<file path="src/rtl/sram_byte_loader.sv">
// sram_byte_loader: packs an 8-bit Avalon-ST byte stream little-endian into 32-bit SRAM words.
// Optional read-back checksum verify is built in when SRAM_LOADER_VERIFY_EN is defined.
module sram_byte_loader #(
    parameter int unsigned ADDR_W = 10,
    parameter int unsigned LEN_W  = 12
) (
    input  logic              clk,
    input  logic              reset_n,
    input  logic              start,
    input  logic [ADDR_W-1:0] base_addr,
    input  logic [LEN_W-1:0]  len_bytes,
    input  logic [7:0]        st_data,
    input  logic              st_valid,
    output logic              st_ready,
    output logic [ADDR_W-1:0] sram_address,
    output logic              sram_chipselect,
    output logic              sram_write,
    output logic [3:0]        sram_byteenable,
    output logic [31:0]       sram_writedata,
    input  logic [31:0]       sram_readdata,
    output logic              busy,
    output logic              done,
    output logic              err
);
    localparam int unsigned LANES = 4;

`ifdef SRAM_LOADER_VERIFY_EN
    typedef enum logic [2:0] {IDLE, LOAD, WRITE, VR_ADDR, VR_DATA, DONE} state_t;
`else
    typedef enum logic [1:0] {IDLE, LOAD, WRITE, DONE} state_t;
`endif

    state_t            state, state_nx;
    logic [ADDR_W-1:0] addr_nx;
    logic [LEN_W-1:0]  rem_q, rem_nx;
    logic [1:0]        lane_q, lane_nx;
    logic [31:0]       wdata_nx;
    logic [3:0]        be_nx;
    logic              beat;

`ifdef SRAM_LOADER_VERIFY_EN
    logic [ADDR_W-1:0] base_q;
    logic [LEN_W-1:0]  len_q;
    logic [15:0]       sum16_q, sum16_nx;
    logic [15:0]       rb_sum_q, rb_sum_nx;
    logic [15:0]       word_sum;
    logic [3:0]        rd_mask;
    logic              err_nx;
`else
    logic              unused_readdata;
    assign unused_readdata = ^sram_readdata;
    assign err             = 1'b0;
`endif

    // st_ready is registered and high exactly while in LOAD
    assign beat = st_valid & st_ready;

    // Next-state and datapath update
    always_comb begin
        state_nx = state;
        addr_nx  = sram_address;
        rem_nx   = rem_q;
        lane_nx  = lane_q;
        wdata_nx = sram_writedata;
        be_nx    = sram_byteenable;
`ifdef SRAM_LOADER_VERIFY_EN
        sum16_nx  = sum16_q;
        rb_sum_nx = rb_sum_q;
        err_nx    = err;
        rd_mask   = '0;
        word_sum  = '0;
`endif
        case (state)
            IDLE: begin
                if (start) begin
                    addr_nx  = base_addr;
                    rem_nx   = len_bytes;
                    lane_nx  = '0;
                    wdata_nx = '0;
                    be_nx    = '0;
`ifdef SRAM_LOADER_VERIFY_EN
                    sum16_nx  = '0;
                    rb_sum_nx = '0;
                    err_nx    = 1'b0;
`endif
                    state_nx = (len_bytes == '0) ? DONE : LOAD;
                end
            end
            LOAD: begin
                if (beat) begin
                    wdata_nx[{lane_q, 3'b000} +: 8] = st_data;
                    be_nx[lane_q] = 1'b1;
                    lane_nx       = lane_q + 2'd1;
                    rem_nx        = rem_q - LEN_W'(1);
`ifdef SRAM_LOADER_VERIFY_EN
                    sum16_nx = sum16_q + 16'(st_data);
`endif
                    if (lane_q == 2'd3 || rem_q == LEN_W'(1)) begin
                        state_nx = WRITE;
                    end
                end
            end
            WRITE: begin
                addr_nx  = sram_address + ADDR_W'(1);
                lane_nx  = '0;
                wdata_nx = '0;
                be_nx    = '0;
                if (rem_q == '0) begin
`ifdef SRAM_LOADER_VERIFY_EN
                    state_nx = VR_ADDR;
                    addr_nx  = base_q;
                    rem_nx   = len_q;
`else
                    state_nx = DONE;
`endif
                end else begin
                    state_nx = LOAD;
                end
            end
`ifdef SRAM_LOADER_VERIFY_EN
            VR_ADDR: begin
                state_nx = VR_DATA;
            end
            VR_DATA: begin
                // last word only sums the lanes that were actually written
                rd_mask = (rem_q >= LEN_W'(LANES)) ? 4'hF
                                                   : 4'((5'd1 << rem_q[1:0]) - 5'd1);
                for (int unsigned k = 0; k < LANES; k++) begin
                    if (rd_mask[k]) begin
                        word_sum = word_sum + 16'(sram_readdata[8*k +: 8]);
                    end
                end
                rb_sum_nx = rb_sum_q + word_sum;
                addr_nx   = sram_address + ADDR_W'(1);
                if (rem_q <= LEN_W'(LANES)) begin
                    rem_nx   = '0;
                    err_nx   = (rb_sum_nx != sum16_q);
                    state_nx = DONE;
                end else begin
                    rem_nx   = rem_q - LEN_W'(LANES);
                    state_nx = VR_ADDR;
                end
            end
`endif
            DONE: begin
                state_nx = IDLE;
            end
            default: begin
                state_nx = IDLE;
            end
        endcase
    end

    // State register and registered outputs
    always_ff @(posedge clk or negedge reset_n) begin
        if (!reset_n) begin
            state           <= IDLE;
            st_ready        <= 1'b0;
            busy            <= 1'b0;
            done            <= 1'b0;
            sram_chipselect <= 1'b0;
            sram_write      <= 1'b0;
            sram_address    <= '0;
            sram_byteenable <= '0;
            sram_writedata  <= '0;
            rem_q           <= '0;
            lane_q          <= '0;
`ifdef SRAM_LOADER_VERIFY_EN
            base_q   <= '0;
            len_q    <= '0;
            sum16_q  <= '0;
            rb_sum_q <= '0;
            err      <= 1'b0;
`endif
        end else begin
            state           <= state_nx;
            st_ready        <= (state_nx == LOAD);
            busy            <= (state_nx != IDLE) && (state_nx != DONE);
            done            <= (state_nx == DONE);
            sram_write      <= (state_nx == WRITE);
            sram_address    <= addr_nx;
            sram_byteenable <= be_nx;
            sram_writedata  <= wdata_nx;
            rem_q           <= rem_nx;
            lane_q          <= lane_nx;
`ifdef SRAM_LOADER_VERIFY_EN
            sram_chipselect <= (state_nx == WRITE) || (state_nx == VR_ADDR);
            if (state == IDLE && start) begin
                base_q <= base_addr;
                len_q  <= len_bytes;
            end
            sum16_q  <= sum16_nx;
            rb_sum_q <= rb_sum_nx;
            err      <= err_nx;
`else
            sram_chipselect <= (state_nx == WRITE);
`endif
        end
    end

endmodule
</file>
<file path="config.mk">
export PLATFORM = sky130hd
export DESIGN_NAME = sram_byte_loader
export DESIGN_NICKNAME = d
export VERILOG_FILES = /design/src/rtl/sram_byte_loader.sv
export SDC_FILE = /design/constraint.sdc
export NUM_CORES = 1
export LEC_CHECK = 0
export CAP_MARGIN = 10
export CORE_ASPECT_RATIO = 1.2
export CORE_MARGIN = 3
export CORE_UTILIZATION = 36
export DETAILED_ROUTE_END_ITERATION = 10
export PLACE_DENSITY = 0.69
export SLEW_MARGIN = 20
export SYNTH_ARGS = -nofsm -noshare
export SYNTH_HDL_FRONTEND = slang
export SYNTH_SLANG_ARGS = --single-unit
</file>
<file path="constraint.sdc">
create_clock -name clk -period 1.75 [get_ports clk]
set_input_delay 0.525 -clock clk [delete_from_list [all_inputs] [get_ports clk]]
set_output_delay 0.525 -clock clk [all_outputs]
set_load 0.05 [all_outputs]
</file>
==> flow_summary.toml, run 1 <==
[grt]
grt_max_degree = 30
grt_util_all_layers = 0.192
grt_overflow = 0
grt_pass1_wl_um = 16200
grt_pass1_vias = 3475
antenna_found_initial = 0

[place]
gp_congestion = 0.866
port_buffers = 84
place_inst = 600
dpl_cell_area_um2 = 5200
pre_cts_ws_ps = -452
dp.final_hpwl_um = 7520

[floorplan]
die_w_um = 93.9
start_util = 0.379
ios = 118
dieArea_um2 = 10500
coreArea_um2 = 8800
die_h_um = 111
fp-row-count = 37

[timing]
period_share = 1.04
finalHoldViolCount = 0
period_needed_ps = 1830
fmax_ghz = 0.547
skew_ps = 9.16
setup_ws_ps = -77.1
setup_tns_ps = -113
setup_violations = 2
whs_ps = 127
drv_slew = 0
rsz0062_at_grt = "true"

[detailed_routing]
drc = 0
firstDrtPassIters = 4
drt-total-wl_um = 10100
drtIter0Drc = 154
wl_per_cell_um = 16.1
via_count = 3393
ant_nets = 0
via_per_inst = 5.42

[synth]
synth.distinct_cells = 53
synth.area.top_cells = "dfrtp_1, nand2_1, o21ai_0"
synth_edf_count = 0
ys_async_sr_fraction = 1.00
syn_area_per_cell_um2 = 9.04
synth_fp_nets = 446
synthFlopType = "dfrtp_1"
yosys-top-cells-count = "dfrtp_1, nand2_1, o21ai_0"
yosys_warnings = 0
ys_seq_elements = 66
syn_area_um2 = 3340
synth.most_common_cell = "dfrtp_1"
ys_seq_area_frac = 0.495
yosys.area.top_type = "dfrtp_1"
syn_inst = 369
synth_top_area_frac = 0.495

[clock_tree]
cts_tree = "done"
cts.sinks = 66
cts.clk_slew.worst_paths_ps = 70
cts_buffers = 9
ctsHoldBuffers = 0
clockBufferDepth = 2
root_buffer = "clkbuf_8"
insertion_delay_ps = 350
cts_max_level = 3

[min_path]
hp-class = "in2async"

[setup_path]
arrival_ps = 2100
crit_start = "rem_q[1]"
start_kind = "flip-flop"
crit_fanout = 4
crit_type = "reg2reg"
endpoint_kind = "flip-flop"
cp_data_required_time_ps = 2020
timing.rr.start = "rem_q[1]"

[finish]
nets = 581
instances_no_fill = 626
fillCellCount = 697
fin_area_um2 = 5700
drive_gt1_frac = 0.334
antennaDiodeCount = 0
fin_util = 0.648
multiInputGateArea_um2 = 1760
area_growth_pct = 70.7
final-seq-area_um2 = 1650

[run]
drv_cap = 0

[outcome]
violations = "negative setup slack"
status = "complete, but fails checks"

[power]
power.total_mw = 10.8
vdd_ir_drop_max_v = 0.00101
p_per_area_nw_per_um2 = 1890
p_leak_nw = 2.43
==> cells by family (layout without fill, tap and decap cells) <==
kind of cell	after synthesis	in the layout	synth area share
buffers and inverters	29	169	0.0349
AOI/OAI and AO/OA	110	110	0.199
adders and majority gates	11	11	0.0412
DFF	66	66	0.495
and+or+nand+nor	152	152	0.229
other	1	1	0.00112
==> report_power, final <==
part           switching, mW  internal, mW  leakage, nW
registers              0.758          2.11        0.833
clock network          0.607         0.843        0.112
logic                   3.35          3.09         1.49
==> state kept, by name (all words and copies together), names as in the netlist <==
name / count
sram_writedata: 32
rem_q: 12
sram_address: 10
sram_byteenable: 4
lane_q: 2
state: 2
busy: 1
done: 1
sram_write: 1
st_ready: 1
==> worst max-delay path, cell delays in order (launching register included) <==
cell,delay [ps]
dfrtp_1,430
or4_4,510
or4_4,520
a21oi_2,160
a2bb2oi_2,130
==> placed cells by master (no fill, tap or decap), drive strengths merged, types with 5 or more instances in the layout <==
| cell type | n |
|---|---|
| nand2 | 63 |
| buf | 111 |
| o21ai | 48 |
| clkbuf | 11 |
| nand3 | 27 |
| o22ai | 5 |
| nor2 | 19 |
| dfrtp | 66 |
| a21oi | 28 |
| and3 | 5 |
| nor3 | 5 |
| clkdlybuf4s50 | 30 |
| nor4 | 5 |
| ha | 11 |
| inv | 8 |
==> path summary, 6_finish.rpt <==
kind	endpoint	slack (ps)	cells past startpoint
setup / recovery	rem_q[11]	-80	4
hold / removal	sram_writedata[3]	130	1
setup reg to reg	rem_q[11]	-80	4
hold reg to reg	sram_writedata[1]	550	2
max in group asynchronous	sram_writedata[30]	1100	2
min in group clk	sram_writedata[1]	550	2
==> per-layer routing <==
metal / wire length [µm] / global-route usage / share of wire
met1: 4080 / 0.224 / 0.41
met4: 221 / 0.0829 / 0.022
met2: 5290 / 0.345 / 0.53
met3: 470 / 0.0257 / 0.047
met5: 0 / 0 / 0
==> what timing repair did <==
item | CTS | global route
cloned | 0 | 1
pin swaps | 10 | 9
endpoints found under the setup margin | 7 | 34
gates resized for setup | 15 | 29
setup buffers | 5 | 4
hold endpoints to repair | 0 | 0
==> final cells by class <==
type                    instances  area share
clock buffers                  10      0.0242
inverters                       9     0.00593
clock inverters                 6      0.0158
flip-flops and latches         66       0.290
repair buffers                144       0.329
well taps                     117      0.0257
multi-input cells             274       0.309
Note: power is estimated with default switching activity, not from simulation.
==> run 2, diff against run 1 <==
CORE_UTILIZATION = 40   (was 36)
PLACE_DENSITY = 0.75   (was 0.69)
==> flow_summary.toml, run 2 (synthesis gave the netlist of run 1 again) <==
[floorplan]
die_h_um = 106
dieArea_um2 = 9480
coreArea_um2 = 7880
start_util = 0.423
ios = 118
fp-row-count = 35
die_w_um = 89.4

[grt]
antenna_found_initial = 0
grt_pass1_wl_um = 15300
grt_util_all_layers = 0.206
grt_pass1_vias = 3288
grt_overflow = 0
grt_max_degree = 67

[setup_path]
endpoint_kind = "flip-flop"
arrival_ps = 2160
crit_chain = "or4_4, or4_4, a21oi_4, a2bb2oi_2"
crit_fanout = 3
start_kind = "flip-flop"
cpMaxStageDelayCell = "or4_4"
cp_data_required_time_ps = 2020
path_common_cell = "or4_4"
slowest_delay_ps = 540
crit_type = "reg2reg"

[timing]
setup_violations = 5
rsz0062_at_grt = "true"
skew_ps = 8.32
period_needed_ps = 1900
finalHoldViolCount = 0
fmax_ghz = 0.528
drv_slew = 0
setup_ws_ps = -145
period_share = 1.08

[outcome]
status = "complete, but fails checks"
violations = "negative setup slack"

[power]
p_per_area_nw_per_um2 = 1890
sequentialPowerShare = 0.275
intPower_mw = 5.80
vdd_ir_drop_max_v = 0.000911
p_clk_frac = 0.136
swShare = 0.439
p_leak_nw = 2.35
combPwrFrac = 0.589
p_sw_mw = 4.55

[detailed_routing]
drt-total-wl_um = 9630
ant_nets = 0
via_count = 3328
drc = 0
wl_per_cell_um = 16.2
via_per_inst = 5.61
firstDrtPassIters = 5
drtIter0Drc = 160

[finish]
instances_no_fill = 593
nets = 573
drive_gt1_frac = 0.303
largestRegisters = "sram_writedata (32), rem_q (12), sram_address (10)"
final_common_cell = "dfrtp_1"
area_growth_pct = 64.4
layout_common_cells = "dfrtp_1, nand2_1, buf_12"
largest_register_ffs = 32
fin_util = 0.696
largest-register = "sram_writedata"
fin_area_um2 = 5490
antennaDiodeCount = 0

[place]
dpl_cell_area_um2 = 5170
place_inst = 576
dp.final_hpwl_um = 7150
port_buffers = 84
gp_congestion = 0.882

[clock_tree]
insertion_delay_ps = 340
cts_max_level = 3
ctsHoldBuffers = 0
clockBufferDepth = 2
cts.clk_slew.worst_paths_ps = 70
cts_tree = "done"
cts.sinks = 66
cts_buffers = 9
root_buffer = "clkbuf_8"

[min_path]
hp-class = "in2async"

[run]
drv_cap = 0
[run 2: cell count changes in the layout (fill, tap and decap cells not counted), moves of 2 or more]
| cell | delta |
|---|---|
| buf_6 | -2 |
| a21oi_2 | -2 |
| ha_2 | -2 |
| ha_4 | -3 |
| ha_1 | +5 |
| nor4_2 | +2 |
| nor2b_2 | -2 |
| o21ai_1 | -4 |
| inv_2 | -2 |
| inv_1 | +2 |
| nor2b_1 | +2 |
| o21ai_0 | +4 |
| buf_4 | -5 |
[run 2: worst paths after layout]
| kind | startpoint | endpoint | slack [ps] | cells past startpoint |
|---|---|---|---|---|
| worst max-delay path | rem_q[7] | rem_q[11] | -150 | 4 |
| worst min-delay path | reset_n | sram_writedata[6] | 180 | 2 |
| worst max register to register | rem_q[7] | rem_q[11] | -150 | 4 |
| worst min register to register | rem_q[1] | rem_q[1] | 540 | 2 |
| max in group asynchronous | reset_n | state[1] | 1260 | 2 |
| min in group clk | rem_q[1] | rem_q[1] | 540 | 2 |
[run 2: critical path: cells and delay by family, from the launching register on]
family	cells	cell delay [ps]
AND/OR/NAND/NOR	2	1070
flip-flops	1	420
AO/OA/AOI/OAI	2	330
[run 2: what timing repair did]
action                                 4_1_cts  5_1_grt
pin swaps                                    3        2
endpoints found under the hold margin        0        0
cloned                                       0        0
resized for setup                            9       13
buffers inserted                             1        0
setup endpoints to repair                   16       30
[run 2: power by group through the flow]
stage                     clock network (mW)  registers, mW  logic (mW)
after detailed placement                   0           2.85        6.00
after CTS                               1.43           2.83        6.06
final                                   1.40           2.85        6.09
after global routing                    1.49           2.92        6.47
after global placement                     0           2.82        5.86
after floorplan                            0           4.01        1.71
[run 2: cell type report]
type | count | area, µm²
tap | 92 | 115
timing repair buffer | 136 | 1790
clock buffer | 10 | 128
fill | 580 | 2400
multi-input combinational | 274 | 1680
inverter | 9 | 33.8
sequential | 66 | 1650
clock inverter | 6 | 91.3
[run 2: per-layer routing]
layer / vias up / routed length [µm] / share of wire / global-route usage
li1: 1587 / - / - / -
met1: 1589 / 3810 / 0.40 / 0.239
met2: 126 / 5070 / 0.53 / 0.364
met3: 26 / 448 / 0.047 / 0.0295
met4: 0 / 301 / 0.031 / 0.0947
met5: - / 0 / 0 / 0
[run 2: stage by stage]
stage          TNS [ps]  worst slack (ps)  total power [mW]  hold WS (ps)
6_report           -372              -145              10.3           184
3_5_place_dp     -18320              -446              8.85           531
3_3_place_gp     -16510              -431              8.68           517
2_1_floorplan     -2.89             -2.89              5.72           229
4_1_cts            -244             -90.4              10.3           196
5_1_grt            -751              -182              10.9           213
==> run 3, diff against run 2 <==
CTS_CLUSTER_DIAMETER = 80   (was default)
==> results of run 3 <==
No change in the layout: final DEF, timing and power equal those of run 2.
